## config.mk

```make
export PLATFORM = sky130hd
export DESIGN_NAME = inst_issue_queue
export DESIGN_NICKNAME = d
export VERILOG_FILES = /design/src/rtl/inst_issue_queue.sv
export SDC_FILE = /design/constraint.sdc
export NUM_CORES = 1
export LEC_CHECK = 0
export CAP_MARGIN = 20
export CORE_MARGIN = 2
export CORE_UTILIZATION = 33
export DETAILED_ROUTE_END_ITERATION = 6
export PLACE_DENSITY = 0.55
export SYNTH_ARGS = -nofsm -noshare
export SYNTH_HDL_FRONTEND = slang
export SYNTH_SLANG_ARGS = --single-unit
```

## constraint.sdc

```tcl
create_clock -name clk -period 12.1 [get_ports clk]
set_input_delay 1.815 -clock clk [delete_from_list [all_inputs] [get_ports clk]]
set_output_delay 1.815 -clock clk [all_outputs]
set_load 0.1 [all_outputs]
```

## src/rtl/inst_issue_queue.sv

```systemverilog
// Multi-lane circular instruction buffer between fetch and dispatch.
// Redirects empty it, raise a one-cycle redirect pulse and count the discarded instructions.
module inst_issue_queue #(
  parameter int LANES = 2,
  parameter int DEPTH = 8,
  parameter int XLEN  = 32
) (
  input  logic                     clk,
  input  logic                     rst,
  input  logic [LANES*XLEN-1:0]    in_pc,
  input  logic [LANES*XLEN-1:0]    in_ins,
  input  logic [LANES-1:0]         in_valid,
  output logic                     in_ready,
  output logic [LANES*XLEN-1:0]    out_pc,
  output logic [LANES*XLEN-1:0]    out_ins,
  output logic [LANES-1:0]         out_valid,
  input  logic                     ROB_full,
  input  logic                     flush_en,
  input  logic [XLEN-1:0]          flush_PC,
  input  logic                     branch_en,
  input  logic [XLEN-1:0]          branch_PC,
  input  logic                     jump_en,
  input  logic [XLEN-1:0]          jump_PC,
  output logic                     redirect_en,
  output logic [XLEN-1:0]          redirect_pc,
  output logic [$clog2(DEPTH):0]   occupancy,
  output logic [15:0]              dropped_cnt
);

  localparam int AW = $clog2(DEPTH);
  localparam int CW = AW + 1;

  logic [XLEN-1:0] pc_mem  [DEPTH];
  logic [XLEN-1:0] ins_mem [DEPTH];
  logic [AW-1:0]   rd_ptr, wr_ptr;
  logic [AW-1:0]   wr_idx [LANES];
  logic [AW-1:0]   rd_idx [LANES];
  logic [CW-1:0]   e_cnt, e_eff, d_cnt;
  logic            redirect, wr_go, stop;
  logic [16:0]     drop_sum;

  // Handshake: a lane is accepted when in_valid is part of the contiguous prefix from lane 0,
  // in_ready (registered occupancy only) is high and no redirect is present; an output lane is
  // consumed when out_valid is high and ROB_full is low with no redirect present.
  assign redirect = flush_en | branch_en | jump_en;
  assign in_ready = (CW'(DEPTH) - occupancy) >= CW'(LANES);
  assign wr_go    = in_ready & ~redirect;
  assign e_eff    = wr_go ? e_cnt : '0;
  assign drop_sum = {1'b0, dropped_cnt} + 17'(occupancy) + 17'(e_cnt);

  always_comb begin
    e_cnt = '0;
    stop  = 1'b0;
    for (int i = 0; i < LANES; i++) begin
      if (!stop && in_valid[i]) e_cnt = CW'(i + 1);
      else                      stop  = 1'b1;
    end
  end

  always_comb begin
    d_cnt = '0;
    if (!ROB_full && !redirect)
      d_cnt = (occupancy > CW'(LANES)) ? CW'(LANES) : occupancy;
  end

  always_comb begin
    for (int i = 0; i < LANES; i++) begin
      wr_idx[i] = wr_ptr + AW'(i);
      rd_idx[i] = rd_ptr + AW'(i);
    end
  end

  // Invalid lanes drive zeros so stale storage never leaks to dispatch.
  always_comb begin
    out_pc    = '0;
    out_ins   = '0;
    out_valid = '0;
    for (int i = 0; i < LANES; i++) begin
      if (occupancy > CW'(i)) begin
        out_valid[i]              = 1'b1;
        out_pc[i*XLEN +: XLEN]    = pc_mem[rd_idx[i]];
        out_ins[i*XLEN +: XLEN]   = ins_mem[rd_idx[i]];
      end
    end
  end

  always_ff @(posedge clk) begin
    if (wr_go) begin
      for (int i = 0; i < LANES; i++) begin
        if (CW'(i) < e_cnt) begin
          pc_mem[wr_idx[i]]  <= in_pc[i*XLEN +: XLEN];
          ins_mem[wr_idx[i]] <= in_ins[i*XLEN +: XLEN];
        end
      end
    end
  end

  always_ff @(posedge clk or negedge rst) begin
    if (!rst) begin
      rd_ptr      <= '0;
      wr_ptr      <= '0;
      occupancy   <= '0;
      redirect_en <= 1'b0;
      redirect_pc <= '0;
      dropped_cnt <= '0;
    end else if (redirect) begin
      rd_ptr      <= '0;
      wr_ptr      <= '0;
      occupancy   <= '0;
      redirect_en <= 1'b1;
      // flush outranks branch, branch outranks jump
      redirect_pc <= flush_en ? flush_PC : (branch_en ? branch_PC : jump_PC);
      dropped_cnt <= drop_sum[16] ? 16'hFFFF : drop_sum[15:0];
    end else begin
      rd_ptr      <= rd_ptr + d_cnt[AW-1:0];
      wr_ptr      <= wr_ptr + e_eff[AW-1:0];
      occupancy   <= occupancy + e_eff - d_cnt;
      redirect_en <= 1'b0;
    end
  end

endmodule

```

Word level (Yosys, flattened, before mapping)
Memory sizes are Yosys's and may differ from the RTL's.
Index checks and enable logic that the tools add are counted.

storage, ports and cells
  register bits after elaboration = 59
  bits in writable memories = 512
  input port bits = 232
  output and inout bits = 184
  memories kept = 2

cells by class
  $add $sub $neg = 9
  $lt $le $gt $ge = 6
  mux-type cells = 24
  bitwise operators = 4
  reduce and logical (&&, ||, !) cells = 4

memory list
  name     words  width  rd ports  clocked after Yosys merged registers in  write ports  RTL line  source
  ins_mem  8      32     2         0                                        2            34        logic [XLEN-1:0] ins_mem [DEPTH];
  pc_mem   8      32     2         0                                        2            33        logic [XLEN-1:0] pc_mem [DEPTH];

operators with widths
  operator                                                   number
  two-way mux 32 bit                                         6
  adder 16 x 4 -> 17 bit                                     1
  adder 17 x 4 -> 17 bit                                     1
  two-way mux 16 bit                                         1
  two-way mux 4 bit                                          4
  two-way mux 1 bit                                          10
  > comparator 4 x 1 -> 1 bit, second input constant         2
  less-than comparator 1 x 4 -> 1 bit, first input constant  2
  adder 3 x 1 -> 3 bit, second input constant                2
  adder 3 bit                                                2
  two-way mux 3 bit                                          2
  adder 4 bit                                                1
  >= comparator 4 x 2 -> 1 bit, second input constant        1
  > comparator 4 x 2 -> 1 bit, second input constant         1
  subtractor 4 bit                                           1
  subtractor 4 bit, first input constant                     1
  logical AND 1 bit                                          2
  logical NOT 1 bit                                          2
  two-way mux 2 bit                                          1
  bitwise OR 1 bit                                           2
  AND 1 bit                                                  1
  NOT 1 bit                                                  1

Longest topological paths before layout
  word-level depth = 8
  depth in mapped cells = 13
  depth with buffers taken out = 13

Worst setup path after synthesis
Ideal clock, no wire load.

  path kind = input to register
  start = input port branch_en
  end = memory ins_mem[6][0], enable pin
  arrival time = 8899 ps
  required time = 11439 ps
  slack = 2540 ps
  stages = 4
  buffers on the path = 1
  cell sequence = buf_2 nor3_4 nand2_1 o41ai_1

RTL lines
  element      RTL line  source
  from (decl)  20        input logic branch_en,
  to (decl)    34

Final worst setup path
  start = register rd_ptr[0]
  end = output port out_ins[32]

on the way
  cells in the longest elaborated chain, start to end = 3

RTL lines
  element                   RTL line  source
  from (decl)               35        logic [AW-1:0] rd_ptr, wr_ptr;
  from (signal assigned)    115       rd_ptr <= rd_ptr + d_cnt[AW-1:0];
  adder 3 x 1 -> 3 bit      69        rd_idx[i] = rd_ptr + AW'(i);
  memory read (8 x 32 bit)  --
  two-way mux 32 bit        79        if (occupancy > CW'(i)) begin
  to (decl)                 15        output logic [LANES*XLEN-1:0] out_ins,

No other way between the ends.

==> impl_metrics.sql <==
INSERT INTO impl_metrics (metric_group, metric, value, unit) VALUES
('status', 'run_status', 'completed', ''),
('clock_tree', 'clk_pin_slew_worst_setup_hold_paths', '0.06', 'ns'),
('logic_synthesis', 'post_synth_inst_count', '2170', ''),
('setup_path', 'timing.critical_path.buf_inv', '3', ''),
('logic_synthesis', 'async_s_r_ff_share_synth', '10.33', '%'),
('setup_path', 'critical_path.most_common_cell', 'buf_4', ''),
('drt', 'detail_route.vias_per_cell', '5.464', ''),
('place', 'placed_cells_incl_taps', '3813', ''),
('place', 'gp_routability_congestion', '0.8010', ''),
('grt', 'grt_max_degree', '107', ''),
('logic_synthesis', 'yosys.area_share.simple', '4.108', '%'),
('timing', 'final_max_tran_viols', '0', ''),
('power_and_ir_drop', 'p_leak', '13.65', 'nW'),
('clock_tree', 'cts-root-to-sink-buffers', '3', ''),
('logic_synthesis', 'synth_top_area_share', '45.93', '%'),
('drt', 'detail_route.drc_violations', '0', ''),
('logic_synthesis', 'synth.largest_area_cell', 'edfxtp_1', ''),
('setup_path', 'worst_path_arrival_time', '5.51', 'ns'),
('floorplan', 'die_x', '322.5', 'um'),
('clock_tree', 'tritoncts', 'yes', ''),
('clock_tree', 'number_of_buffers_created_by_cts', '72', ''),
('final_layout', 'final-instance-count-excl-fill', '3953', ''),
('logic_synthesis', 'synth_top_cells_by_count', '512 x edfxtp_1, 412 x mux2_2, 256 x mux4_2', ''),
('power_and_ir_drop', 'max-vdd-ir-drop', '81.56', 'uV'),
('logic_synthesis', 'postSynthAreaPerCell', '15.43', 'um2'),
('flow_run', 'cap_violations', '0', ''),
('floorplan', 'placeableCoreArea', '100300', 'um2'),
('final_layout', 'combined_area_of_the_multi_input_logic_cells', '15870', 'um2'),
('timing', 'max_freq', '136.5', 'MHz'),
('grt', 'overflow', '0', ''),
('logic_synthesis', 'yosysSeqAreaShare', '50.34', '%'),
('final_layout', 'nets_finish', '2789', ''),
('setup_path', 'worstPathRequired', '10.28', 'ns'),
('final_layout', 'area_growth', '23.22', '%'),
('setup_path', 'cp-start-kind', 'register', ''),
('logic_synthesis', 'synth.lib_cells_used.distinct', '48', ''),
('grt', 'grt_first_pass_wirelength', '156400', 'um'),
('clock_tree', 'clock_latency', '0.63', 'ns'),
('setup_path', 'crit_chain', 'buf_4 > buf_4 > mux4_2 > nand2_1 > a21oi_1 > clkdlybuf4s50_1', ''),
('clock_tree', 'cts_post_setup_buffers_inserted', '0', ''),
('power_and_ir_drop', 'power_density', '119.9', 'nW/um2'),
('drt', 'drt-total-wl', '108700', 'um'),
('final_layout', 'fill_cells', '9125', ''),
('floorplan', 'row_count', '116', ''),
('timing', 'clock-skew-final', '0.01626', 'ns'),
('logic_synthesis', 'synth.area.top_cells', 'edfxtp_1 46%, mux4_2 17%, mux2_2 14%', ''),
('floorplan', 'die-height', '322.5', 'um'),
('logic_synthesis', 'synth_ff_type', 'edfxtp_1', ''),
('timing', 'setup_tns', '0', 'ns'),
('clock_tree', 'post_cts.resized_instances', '0', ''),
('timing', 'finalSetupViolations', '0', ''),
('clock_tree', 'root_buffer', 'clkbuf_16', ''),
('setup_path', 'critical_path.slowest_cell', 'clkdlybuf4s50_1', ''),
('logic_synthesis', 'post_synth_edffs', '512', ''),
('logic_synthesis', 'synth-compound-area-share', '2.601', '%'),
('logic_synthesis', 'ys_seq_elements', '571', ''),
('grt', 'grt_antenna_before_repair', '18', ''),
('logic_synthesis', 'largest_family_of_logic_cells_by_synthesized_area', 'multiplexers', ''),
('drt', 'routed-via-count', '21600', ''),
('logic_synthesis', 'synth_fa_ha_area_share', '1.166', '%'),
('drt', 'avgRoutedWirePerCell', '27.50', 'um'),
('timing', 'final.hold.worst_slack', '0.4733', 'ns'),
('timing', 'max-slew-margin-rel', '20.92', '%'),
('drt', 'initialDrtViolationCount', '1720', ''),
('place', 'buffer_ports.inserted', '415', ''),
('grt', 'vias_in_the_first_global_route', '22990', ''),
('logic_synthesis', 'synth_most_common_cell', 'edfxtp_1', ''),
('timing', 'report.final.hold_viol_count', '0', ''),
('timing', 'timing.final.crit_period', '7.326', 'ns'),
('worst_hold_path', 'min-delay-path-class', 'register to register', ''),
('logic_synthesis', 'synth-xor-area-share', '0.4709', '%');
==> placed cells by master (no fill, tap or decap), types with 8 or more instances in the layout <==
cell,n
mux2_4,98
nand3_1,9
nand2_1,181
mux4_2,256
and2_1,10
inv_1,23
mux2i_1,96
o21ai_0,37
edfxtp_1,512
buf_4,38
mux2_2,412
ha_1,19
clkbuf_16,74
diode_2,8
clkdlybuf4s50_1,412
clkbuf_1,13
clkinv_2,17
clkinv_1,15
xor2_1,9
a21oi_1,101
dfrtp_1,56
nor2_1,102
==> metrics by stage <==
step	instance area [um2]	power [mW]	setup WS, ns
floorplan	33480	2.663	2.540
global placement	38970	2.891	5.398
detailed placement	38990	2.902	5.325
CTS	41230	5.004	4.633
global route	41240	5.115	4.432
finish	41250	4.945	4.774
==> final timing paths <==
| path | start | to | slack, ns | depth (start not counted) |
|---|---|---|---|---|
| hold / removal | redirect_pc[4] | redirect_pc[4] | 0.47 | 2 |
| hold reg to reg | redirect_pc[4] | redirect_pc[4] | 0.47 | 2 |
| min in group asynchronous | rst | redirect_pc[15] | 1.37 | 2 |
| max in group asynchronous | rst | rd_ptr[0] | 10.12 | 2 |
| setup / recovery | rd_ptr[0] | out_ins[32] | 4.77 | 6 |
| setup reg to reg | occupancy[0] | ins_mem[4][30] | 7.82 | 10 |
==> registers in the layout, summed over array words and instances (netlist names) <==
| signal | count |
|---|---|
| dropped_cnt | 16 |
| ins_mem | 256 |
| occupancy | 4 |
| pc_mem | 256 |
| rd_ptr | 3 |
| redirect_en | 1 |
| redirect_pc | 32 |
| wr_ptr | 3 |
==> power by group <==
part / leakage [nW] / internal, mW / switching (mW) / total [mW]
Sequential: 5.34 / 2.18 / 0.0250 / 2.21
Clock: 1.10 / 1.21 / 0.870 / 2.08
Combinational: 7.21 / 0.240 / 0.414 / 0.654
Total: 13.7 / 3.64 / 1.31 / 4.94
==> logic make-up (layout without fill, tap and decap cells) <==
| kind of cell | Yosys count | in the layout |
|---|---|---|
| simple gates | 333 | 333 |
| compound gates | 163 | 163 |
| fa+ha+maj | 27 | 27 |
| other cells | 0 | 8 |
| buf+inv | 193 | 611 |
| mux | 865 | 865 |
| xor+xnor | 18 | 18 |
| flops | 571 | 571 |
==> worst min-delay path, stage by stage (launching register included) <==
cell     delay (ns)
dfrtp_1        0.34
nand2_1        0.04
o21ai_0        0.06
==> routing by layer <==
layer  global-route usage [%]  up-vias  routed length [um]
li1                         -     9334                   -
met1                    26.25    11230               44220
met2                    35.50      848               54290
met3                    4.571      168                7722
met4                    6.137       22                2379
met5                        0        -                 101
==> layout make-up <==
cell class | count | share of cell area (%)
Sequential cell | 571 | 40.88
Multi-Input combinational cell | 1406 | 38.47
Timing Repair Buffer | 455 | 10.82
Clock buffer | 88 | 4.641
Tap cell | 1357 | 4.116
Clock inverter | 44 | 0.7977
Inverter | 24 | 0.2214
Antenna cell | 8 | 0.04853
Note: power is estimated with default switching activity, not from simulation.
==> RTL edit: new RTL, same settings <==
Reset style: synchronous (`rst`), changed in one clocked block.
--- a/src/rtl/inst_issue_queue.sv
+++ b/src/rtl/inst_issue_queue.sv
@@ -95,7 +95,7 @@
     end
   end
 
-  always_ff @(posedge clk or negedge rst) begin
+  always_ff @(posedge clk) begin
     if (!rst) begin
       rd_ptr      <= '0;
       wr_ptr      <= '0;
Function: differs if rst is asserted again (counterexample within 4 cycles, from zero or initial values and one cycle with rst low); with rst held inactive, the same outputs for 4 cycles.
==> RTL edit against the original RTL <==
Routed wire length up 0.71%; via count up 1.8%; die area down 0.62%; combinational power fell by 39%; total power is 6.9% lower; sequential cell count stayed put; global-route usage up 0.29 points; utilization down 0.34 points; sequential share of layout area is 0.26 points lower; synthesized cell count increased by 3.4%; final area fell by 1.1%; first-iteration DRC count increased by 5.9%; setup slack worse by 0.44 ns; area after synthesis is 0.63% lower; critical path type unchanged; largest power group unchanged.
==> RTL edit: results <==
[outcome]
status = complete, no violations

[synthesis]
synth_compound_area_share_pct = 2.81
syn_nets = 2503
synth_edf_count = 512
yosysSeqAreaShare_pct = 49.8
muxShareOfSynthArea_pct = 37.7
synth.area.top_cells = edfxtp_1, mux4_2, mux2_2
synth_common_cells = edfxtp_1, mux2_2, mux4_2
ys_async_sr_fraction_pct = 0
yosys.cell_types.count = 52
yosysWarnings = 0
synth_fa_ha_area_share_pct = 1.17
synth_xor_area_share_pct = 0.342

[drt]
drtPass1Iterations = 5
drt_iter0_drc = 1821
viasPerCell = 5.56
wl_per_cell_microns = 27.7

[place]
gp_congestion = 0.768
dp_hpwl_microns = 64400
port-buffer-count = 415
preCtsSetupSlack_ns = 4.84

[cts]
cts_resized = 0
cts_root_buf = clkbuf_16
cts_setup_buffers = 0
clock_latency_ns = 0.63
h-tree-depth = 3
clk_pin_slew_ns = 0.05
cts_buffers = 71
clockBufferDepth = 3

[global_route]
antenna_found_initial = 8
grt_pass1_wl_microns = 159000
grt_start_max_net_pins = 69
track_usage_pct = 21.0
first_global_vias = 23600

[worst_setup_path]
crit_fanout = 57
cp.arrival_ns = 5.95

[power_and_ir_drop]
intPower_w = 0.00351
peakVddDrop_mv = 0.0987
power_leakage_nw = 12.9

[sta]
slew_headroom_pct = 23.9
finClkSkew_ns = 0.0195

[cells_and_area]
drive_gt1_share_pct = 34.6
finalNetCount = 2862
fillers = 9162

[min_path]
hp-class = reg -> reg
-- RTL edit: cell types whose count changed in the layout (fill, tap and decap cells not counted), sizes merged, moves of 6 or more --
cell and change:
clkinv -13, diode -6, nand4 +10, and2 -10, dfxtp +59, buf +7
nand2 +58, clkbuf +12, a21oi +8, dfrtp -59, nor2 -17
-- RTL edit: stage by stage --
stage / instance area, sq um / instances / total power (W)
floorplan: 33300 / 2244 / 0.00244
global placement: 38600 / 3827 / 0.00260
detailed placement: 38600 / 3827 / 0.00261
CTS: 40800 / 3953 / 0.00467
global route: 40800 / 3956 / 0.00476
finish: 40800 / 3956 / 0.00461
-- RTL edit: kinds of logic after synthesis --
| kind of cell | Yosys count |
|---|---|
| AOI/OAI and AO/OA | 174 |
| xor gates and xnor gates | 13 |
| adders and majority gates | 27 |
| buffers and inverters | 204 |
| DFF | 571 |
| muxes | 867 |
| and+or+nand+nor | 388 |
-- RTL edit: layer usage --
metal / part of all wire (%) / vias to the layer above / GRT usage, %
li1: - / 9600 / -
met1: 40 / 11400 / 26.3
met2: 51 / 751 / 37.3
met3: 5.6 / 182 / 3.49
met4: 2.5 / 6 / 5.96
met5: 0.036 / - / 0
-- RTL edit: cell type report --
class	instances	area (sq um)	area share [%]
flip-flops and latches	571	16600	40.6
inverters	27	101	0.248
multi-input cells	1469	15800	38.7
clock inverters	26	204	0.500
repair buffers	463	4500	11.0
well taps	1298	1620	3.98
clock buffers	100	1990	4.87
diodes	2	5.00	0.0123
-- RTL edit: path summary, 6_finish.rpt --
check / start / endpoint / slack (ns) / depth (start not counted)
min: redirect_pc[24] / redirect_pc[24] / 0.45 / 2
min reg2reg: redirect_pc[24] / redirect_pc[24] / 0.45 / 2
max reg2reg: occupancy[1] / pc_mem[4][3] / 7.30 / 7
max: rd_ptr[0] / out_ins[56] / 4.33 / 7
-- RTL edit: worst max-delay path, cell delays in order (launching register included) --
cell	delay, ns
dfxtp_4	1.01
ha_4	0.82
buf_4	0.55
buf_4	0.77
mux4_2	0.37
nand2_1	0.07
a21oi_1	0.39
clkdlybuf4s50_1	1.22
-- RTL edit: power by group through the flow --
stage	clock network (W)	logic, W	registers, W
2_1_floorplan	0	0.000158	0.00228
3_3_place_gp	0	0.000391	0.00221
3_5_place_dp	0	0.000399	0.00221
4_1_cts	0.00210	0.000401	0.00217
5_1_grt	0.00216	0.000428	0.00217
6_report	0.00203	0.000400	0.00217
